## src/rtl/pipe_ctrl.sv

```systemverilog
// Pipeline controller: stall vector generation, exception/ERET flush with redirect PC,
// post-flush refill window and a stall watchdog with a sticky timeout flag.
module pipe_ctrl #(
  parameter logic [31:0] EXC_VEC       = 32'h0000_0020,
  parameter int          REFILL_CYCLES = 2,
  parameter int          CNT_W         = 8,
  parameter int          STALL_TIMEOUT = 200
) (
  input  logic        clk,
  input  logic        rst,
  input  logic        stallreq_if,
  input  logic        stallreq_id,
  input  logic        stallreq_ex,
  input  logic        stallreq_mem,
  input  logic        excp_valid,
  input  logic        eret,
  input  logic [31:0] epc_reg,
  output logic [5:0]  stall,
  output logic        flush,
  output logic [31:0] new_pc,
  output logic        timeout
);

  typedef enum logic [1:0] {RUN, FLUSH, REFILL} state_t;

  state_t             state_reg, state_next;
  logic [3:0]         refill_reg, refill_next;
  logic [CNT_W-1:0]   wd_reg, wd_next;
  logic [31:0]        pc_reg, pc_next;
  logic               flush_reg;
  logic               timeout_reg, timeout_next;
  logic [5:0]         req_stall;
  logic [5:0]         stall_int;

  always_comb begin
    req_stall = 6'b000000;
    if (stallreq_mem)      req_stall = 6'b011111;
    else if (stallreq_ex)  req_stall = 6'b001111;
    else if (stallreq_id)  req_stall = 6'b000111;
    else if (stallreq_if)  req_stall = 6'b000111;
  end

  always_comb begin
    state_next   = state_reg;
    refill_next  = refill_reg;
    pc_next      = pc_reg;
    stall_int    = 6'b000000;
    wd_next      = wd_reg;
    timeout_next = timeout_reg;

    case (state_reg)
      RUN: begin
        if (excp_valid || eret) begin
          state_next = FLUSH;
          pc_next    = excp_valid ? EXC_VEC : epc_reg;
        end else begin
          stall_int = req_stall;
        end
      end
      FLUSH: begin
        refill_next = 4'(REFILL_CYCLES);
        state_next  = REFILL;
      end
      REFILL: begin
        // Redirect requests here come from squashed slots, so only stalls matter.
        stall_int = req_stall;
        if (stall_int == 6'b000000) begin
          refill_next = refill_reg - 4'd1;
          if (refill_reg == 4'd1) state_next = RUN;
        end
      end
      default: state_next = RUN;
    endcase

    if (stall_int == 6'b000000) begin
      wd_next = '0;
    end else if (state_reg == RUN) begin
      if (wd_reg != {CNT_W{1'b1}}) wd_next = wd_reg + 1'b1;
      if (wd_reg >= CNT_W'(STALL_TIMEOUT - 1)) timeout_next = 1'b1;
    end
  end

  always_ff @(posedge clk or posedge rst) begin
    if (rst) begin
      state_reg   <= RUN;
      refill_reg  <= 4'd0;
      wd_reg      <= '0;
      pc_reg      <= 32'd0;
      flush_reg   <= 1'b0;
      timeout_reg <= 1'b0;
    end else begin
      state_reg   <= state_next;
      refill_reg  <= refill_next;
      wd_reg      <= wd_next;
      pc_reg      <= pc_next;
      flush_reg   <= (state_next == FLUSH);
      timeout_reg <= timeout_next;
    end
  end

  // Stall must read as zero for the whole reset interval, not just after the next edge.
  assign stall   = rst ? 6'b000000 : stall_int;
  assign flush   = flush_reg;
  assign new_pc  = pc_reg;
  assign timeout = timeout_reg;

endmodule

```

## config.mk

```make
export PLATFORM = sky130hd
export DESIGN_NAME = pipe_ctrl
export DESIGN_NICKNAME = d
export VERILOG_FILES = /design/src/rtl/pipe_ctrl.sv
export SDC_FILE = /design/constraint.sdc
export NUM_CORES = 1
export LEC_CHECK = 0
export CORE_ASPECT_RATIO = 1.1
export CORE_UTILIZATION = 41
export DETAILED_ROUTE_END_ITERATION = 12
export GPL_TIMING_DRIVEN = 1
export PLACE_DENSITY = 0.75
export REMOVE_ABC_BUFFERS = 1
export SLEW_MARGIN = 20
export SYNTH_ARGS = -nofsm -noshare
export SYNTH_HDL_FRONTEND = slang
export SYNTH_SLANG_ARGS = --single-unit
export TNS_END_PERCENT = 100
```

## constraint.sdc

```tcl
create_clock -name clk -period 1.38 [get_ports clk]
set_clock_uncertainty 0.1 [all_clocks]
set_input_delay 0.207 -clock clk [delete_from_list [all_inputs] [get_ports clk]]
set_output_delay 0.207 -clock clk [all_outputs]
set_load 0.05 [all_outputs]
```

==> summary.txt, run 1 <==
commonest cells in the netlist = dfrtp_1, inv_1, o21ai_0
Worst Path Max Fanout = 8
Main synth FF type = dfrtp_1
met3 Usage GRT = 7.65%
busiest grt layer = met2
vias in the first global route = 2859
worst hold slack = 354 ps
DRC viols = 0
final hold viol count = 0
CTS H-tree depth = 2
post-synthesis register bit count = 48
CTS tree = done
die width = 75.6 µm
fmax = 0.518 GHz
Slew headroom = 65.8%
slowest library cell on the worst path = dfrtp_1
number of synthesized flops with an enable pin = 0
largest stage delay on the critical path = 450 ps
CP Class = flop to flop
initial antenna violation count = 1
Synth area leader = dfrtp_1
Iteration-0 DRC Markers = 353
setup TNS = -17520 ps
crit path cell chain = buf_4 -> or2_4 -> buf_12 -> buf_12 -> buf_16 -> o41ai_2
Rows = 29
antenna-violating nets left = 0
Initial Utilization = 42.4%
HPWL Detailed = 4.36 mm
Clk pin slew, worst setup/hold paths = 100 ps
cell with the most instances after synthesis = dfrtp_1
largest family of logic cells by synthesized area = compound AO/OA/AOI/OAI gates
root buffer cell = clkbuf_8
Min-Delay Path Class = primary input to async pin
min cycle time layout = 1930 ps
placed insts = 409
startpoint types = flop
pin count of the biggest net entering global routing = 49
clock sink total = 48
Tcrit/Tclk final = 140%
unrepaired setup endpoints after global routing = yes
Vias/cell = 6.60
hold buffer count at cts = 0
wire length of the first global-routing pass = 16.1 mm
Post-Place Setup Slack = -604 ps
Area contributors post-synth = dfrtp_1, o41ai_1, o21ai_0
Max-Cap Viols = 0
Crit path arrival time = 2020 ps
Synthesis Warnings = 0
Slew @ Worst Pin = 513 ps
Crit path top cell by count = buf_12
compound-gate portion of the synthesized area = 26.5%
routed len/inst = 28.8 µm
Top-Level Pins = 80
Vias = 2951
Syn-to-layout area delta = 114%
WL final = 12.9 mm
status = finished with violations
ys async rst share = 100%
Mapped Area = 2440 µm²
post-synthesis mux area share = 0.819%
worst setup margin = -549 ps
RD Place Congestion = 0.781
fin cells = 447
Lkg Pwr = 2.32 nW
full die area = 6270 µm²
core area = 5770 µm²
Unique masters post-synth = 45
violated checks = setup timing
simple-gate portion of the synthesized area = 10.7%
register area share after synthesis = 49.2%
Storage cell area = 1200 µm²
Critical Path RT = 1470 ps
Synth Area in XOR/XNOR = 0%
Synth Area per Inst = 9.55 µm²
GRT overflow = 0
number of I/O port buffers = 78
Pwr Density = 2540 nW/µm²
Post-Syn Instances = 256
All-Layer GR Usage = 35.2%
height of the die = 83.0 µm
# nets final = 410
DR pass1 iterations = 4
fin util = 90.7%
fill count = 152
met1 Use GR = 43.6%
cts bufs inserted = 5
Synth Area in Adders = 1.54%
Worst Setup End Kind = flop
Final Max Slew Viols = 0
max reg flops = 32
Clock Path Buffers = 2
Peak VDD IR = 1520 µV
met2 GRT Util = 58.2%
clk_lat worst skew = 310 ps
endpoints failing setup = 50
multi-input logic area = 1770 µm²
top-area cell type share of the netlist area = 49.2%
layout cells sized above 1 = 54.3%
## final timing paths
kind	start	end	cells past startpoint	slack, ps
setup reg to reg	state_reg[1]$_DFF_PP0_	new_pc[28]$_DFFE_PP0P_	6	-550
min in group clk	epc_reg[24]	new_pc[24]$_DFFE_PP0P_	3	380
max in group asynchronous	rst	refill_reg[0]$_DFFE_PP0P_	4	550
setup / recovery	state_reg[1]$_DFF_PP0_	new_pc[28]$_DFFE_PP0P_	6	-550
hold reg to reg	new_pc[17]$_DFFE_PP0P_	new_pc[17]$_DFFE_PP0P_	2	480
hold / removal	rst	wd_reg[1]$_DFFE_PP0P_	4	350
## cells by family (layout without fill, tap and decap cells)
family	count (synthesis)	in the layout
flip-flops	48	48
AND/OR/NAND/NOR	44	44
buffers and inverters	67	179
AO/OA/AOI/OAI	91	91
adder cells (fa/ha/maj)	3	3
other	1	3
multiplexers	2	2
## critical path: cells and delay by family, from the launching register on
family | cells | cell delay [ps]
simple gates | 1 | 270
buf+inv | 4 | 590
compound gates | 1 | 380
flops | 1 | 450
## per-layer routing
metal | share of wire [%] | vias to the layer above
met5 | 0 | -
met4 | 5.2 | 0
met3 | 10 | 57
met2 | 48 | 229
met1 | 37 | 1493
li1 | - | 1172
## per-stage QoR
stage / cell area, µm² / total power [W]
after floorplan: 2320 / 0.00503
after global placement: 3820 / 0.00795
after detailed placement: 3820 / 0.00810
after CTS: 4890 / 0.0120
after global routing: 5230 / 0.0136
final: 5230 / 0.0133
## power by group
part | switching [W] | internal [W] | total (W)
Combinational | 0.00471 | 0.00473 | 0.00945
Clock | 0.000541 | 0.000540 | 0.00108
Sequential | 0.000849 | 0.00192 | 0.00276
Total | 0.00610 | 0.00719 | 0.0133
## cell type report
class | count | share of cell area, %
Clock inverter | 2 | 0.670
Antenna cell | 2 | 0.0956
Tap cell | 77 | 1.84
Clock buffer | 6 | 1.39
Sequential cell | 48 | 23.0
Timing Repair Buffer | 132 | 36.3
Multi-Input combinational cell | 141 | 33.8
Inverter | 39 | 2.82
## layout by cell type, fill, tap and decap left out, types with 2 or more instances in the layout
master            n
dfrtp_2           3
nor2_4            3
nor3_2            2
o21ai_2           7
buf_16            7
a21oi_1           5
o21ai_0           4
dfrtp_1          45
buf_4            25
inv_1            35
clkinv_2          2
nand2_1           4
nor4_4            2
inv_2             3
diode_2           2
o21ai_1           8
ha_4              2
clkdlybuf4s50_1  33
buf_8             3
nand3_1           4
a41oi_2           2
nand4_1           6
dlygate4sd2_1     3
or2_4             2
o21ai_4          15
nor2_1            4
buf_12           46
buf_6            10
o41ai_2          22
clkbuf_8          5
o41ai_4          10
nor3_1            2
mux2i_1           2
a211oi_2          4
## repair_timing
item / in CTS / in global routing
gates cloned: 8 / 1
pin swaps: 33 / 19
setup buffers: 12 / 8
endpoints found under the setup margin: 49 / 53
resized for setup: 133 / 58
Power figures use the tool's default switching activity.
==> run 2, diff against run 1 <==
--- a/config.mk
+++ b/config.mk
@@ -6,10 +6,11 @@
 export NUM_CORES = 1
 export LEC_CHECK = 0
 export CORE_ASPECT_RATIO = 1.1
-export CORE_UTILIZATION = 41
+export CORE_UTILIZATION = 42
 export DETAILED_ROUTE_END_ITERATION = 12
+export DONT_BUFFER_PORTS = 1
+export GPL_ROUTABILITY_DRIVEN = 0
 export GPL_TIMING_DRIVEN = 1
-export PLACE_DENSITY = 0.75
 export REMOVE_ABC_BUFFERS = 1
 export SLEW_MARGIN = 20
 export SYNTH_ARGS = -nofsm -noshare
==> run 2 against run 1 <==
  * The flow finishes with violations (hold timing, setup timing)
  * Global-route usage fell by 13 points
  * Combinational power fell by 23%
  * Sequential power fell by 10%
  * Largest power group unchanged
  * Register-to-register slack improved by 210 ps
  * Worst setup slack improved by 210 ps
  * Non-clock buffer count fell by 54
  * Largest cell class is now multi-input gates
  * Critical path type unchanged
  * Highest routed layer unchanged
  * Final cell count fell by 13%
  * Total power fell by 20%
  * Via count fell by 19%
==> summary.txt, run 2 (synthesized netlist as in run 1, its figures left out) <==
full die area = 6130 µm²
highest routed layer = met4
pin count of the biggest net entering global routing = 67
GRT overflow = 0
max reg flops = 32
slowest library cell on the worst path = dfrtp_1
# nets final = 356
unrepaired setup endpoints after global routing = yes
CTS H-tree depth = 2
fmax = 0.583 GHz
height of the die = 82 µm
status = finished with violations
critical path's top delay family = buffers and inverters
Clk pin slew, worst setup/hold paths = 100 ps
Worst Setup End Kind = flop
WL met1 = 3.23 mm
Peak VDD IR = 1530 µV
clock sink total = 48
initial antenna violation count = 0
Syn-to-layout area delta = 67.0%
Iteration-0 DRC Markers = 181
Critical path buffers and inverters = 3
diode count = 0
DR pass1 iterations = 4
Top-Level Pins = 80
WL final = 8.14 mm
min cycle time layout = 1720 ps
final hold viol count = 31
Crit path arrival time = 1820 ps
DRC viols = 0
fill count = 322
largest stage delay on the critical path = 400 ps
Slew headroom = 60.8%
die width = 74.7 µm
Pwr Density = 2610 nW/µm²
most common cell after layout, fill and taps aside = buf_4
CP Class = flop to flop
Worst Path Max Fanout = 8
Tcrit/Tclk final = 124%
CTS tree = done
cts bufs inserted = 5
worst setup margin = -335 ps
vias in the first global route = 2125
Rows = 28
Max-Cap Viols = 0
Met2 Wirelength = 4.31 mm
placed insts = 359
Critical Path RT = 1490 ps
Vias/cell = 6.13
core area = 5500 µm²
endpoints failing setup = 48
Vias = 2386
setup TNS = -11190 ps
wire length of the first global-routing pass = 10.3 mm
fin cells = 389
hold buffer count at cts = 1
All-Layer GR Usage = 22.1%
Initial Utilization = 44.4%
Final Max Slew Viols = 0
Clock Path Buffers = 2
number of I/O port buffers = 0
crit path cell chain = buf_4 -> or2_4 -> buf_12 -> clkbuf_16 -> o41ai_2
routed len/inst = 20.9 µm
clk_lat worst skew = 310 ps
layout cells sized above 1 = 56.1%
violated checks = hold timing, setup timing
startpoint types = flop
Slew @ Worst Pin = 589 ps
Min-Delay Path Class = primary input to flop
Lkg Pwr = 1.87 nW
most frequent cells in the layout = buf_4, dfrtp_1, inv_1, o41ai_2, o21ai_4
root buffer cell = clkbuf_8
worst hold slack = -113 ps
antenna-violating nets left = 0
HPWL Detailed = 3.53 mm
routed wl met3 = 390 µm
run 2: cell count changes in the layout (fill, tap and decap cells not counted), moves of 3 or more:
cell	change
buf_12	-38
buf_4	+29
buf_6	-3
buf_8	-3
clkdlybuf4s50_1	-33
dlygate4sd2_1	-3
o21ai_0	-3
o21ai_1	-5
o21ai_2	+6
run 2: cell type report:
cell class | count | area, µm² | share of cell area [%]
Sequential cell | 48 | 1200 | 29.5
Clock buffer | 6 | 82.6 | 2.02
Clock inverter | 2 | 15.0 | 0.368
Timing Repair Buffer | 78 | 867 | 21.2
Tap cell | 75 | 93.8 | 2.30
Multi-Input combinational cell | 141 | 1670 | 41.0
Inverter | 39 | 148 | 3.62
run 2: routing by layer:
| metal | track usage, % | up-vias |
|---|---|---|
| li1 | - | 1057 |
| met5 | 0 | - |
| met1 | 27.5 | 1207 |
| met4 | 5.47 | 0 |
| met3 | 3.68 | 21 |
| met2 | 39.6 | 101 |
run 2: timing repair:
item                       CTS  global route
setup buffers                6             9
setup endpoints to repair   44            51
cloned                       5             3
gates resized for setup    112            48
pin swaps                   22            18
hold endpoints to repair    79            31
run 2: path summary, 6_finish.rpt:
path,from,end,slack [ps],cells after the start
min in group asynchronous,rst,refill_reg[2]$_DFFE_PP0P_,290,3
min,excp_valid,new_pc[6]$_DFFE_PP0P_,-110,1
max in group asynchronous,rst,refill_reg[0]$_DFFE_PP0P_,650,3
max,state_reg[1]$_DFF_PP0_,new_pc[0]$_DFFE_PP0P_,-340,5
max reg2reg,state_reg[1]$_DFF_PP0_,new_pc[0]$_DFFE_PP0P_,-340,5
min reg2reg,new_pc[22]$_DFFE_PP0P_,new_pc[22]$_DFFE_PP0P_,400,2
run 2: power breakdown:
| group | switching [W] | total [W] | internal, W |
|---|---|---|---|
| clock network | 0.000520 | 0.000927 | 0.000407 |
| logic | 0.00405 | 0.00725 | 0.00320 |
| registers | 0.000563 | 0.00248 | 0.00192 |
run 2: metrics by stage:
stage,instance area (µm²),utilization (%),setup WS (ps),power [W]
after floorplan,2320,-,-1680,0.00503
after global placement,2910,53.0,-112,0.00646
after detailed placement,2910,53.0,-114,0.00652
after CTS,3640,66.2,-292,0.00921
after global routing,4080,74.2,-377,0.0111
final,4080,74.2,-335,0.0107
run 2: worst register-to-register path, stage by stage (launching register included):
cell and delay (ps):
dfrtp_1 400, buf_4 140, or2_4 330, buf_12 180
clkbuf_16 160, o41ai_2 310
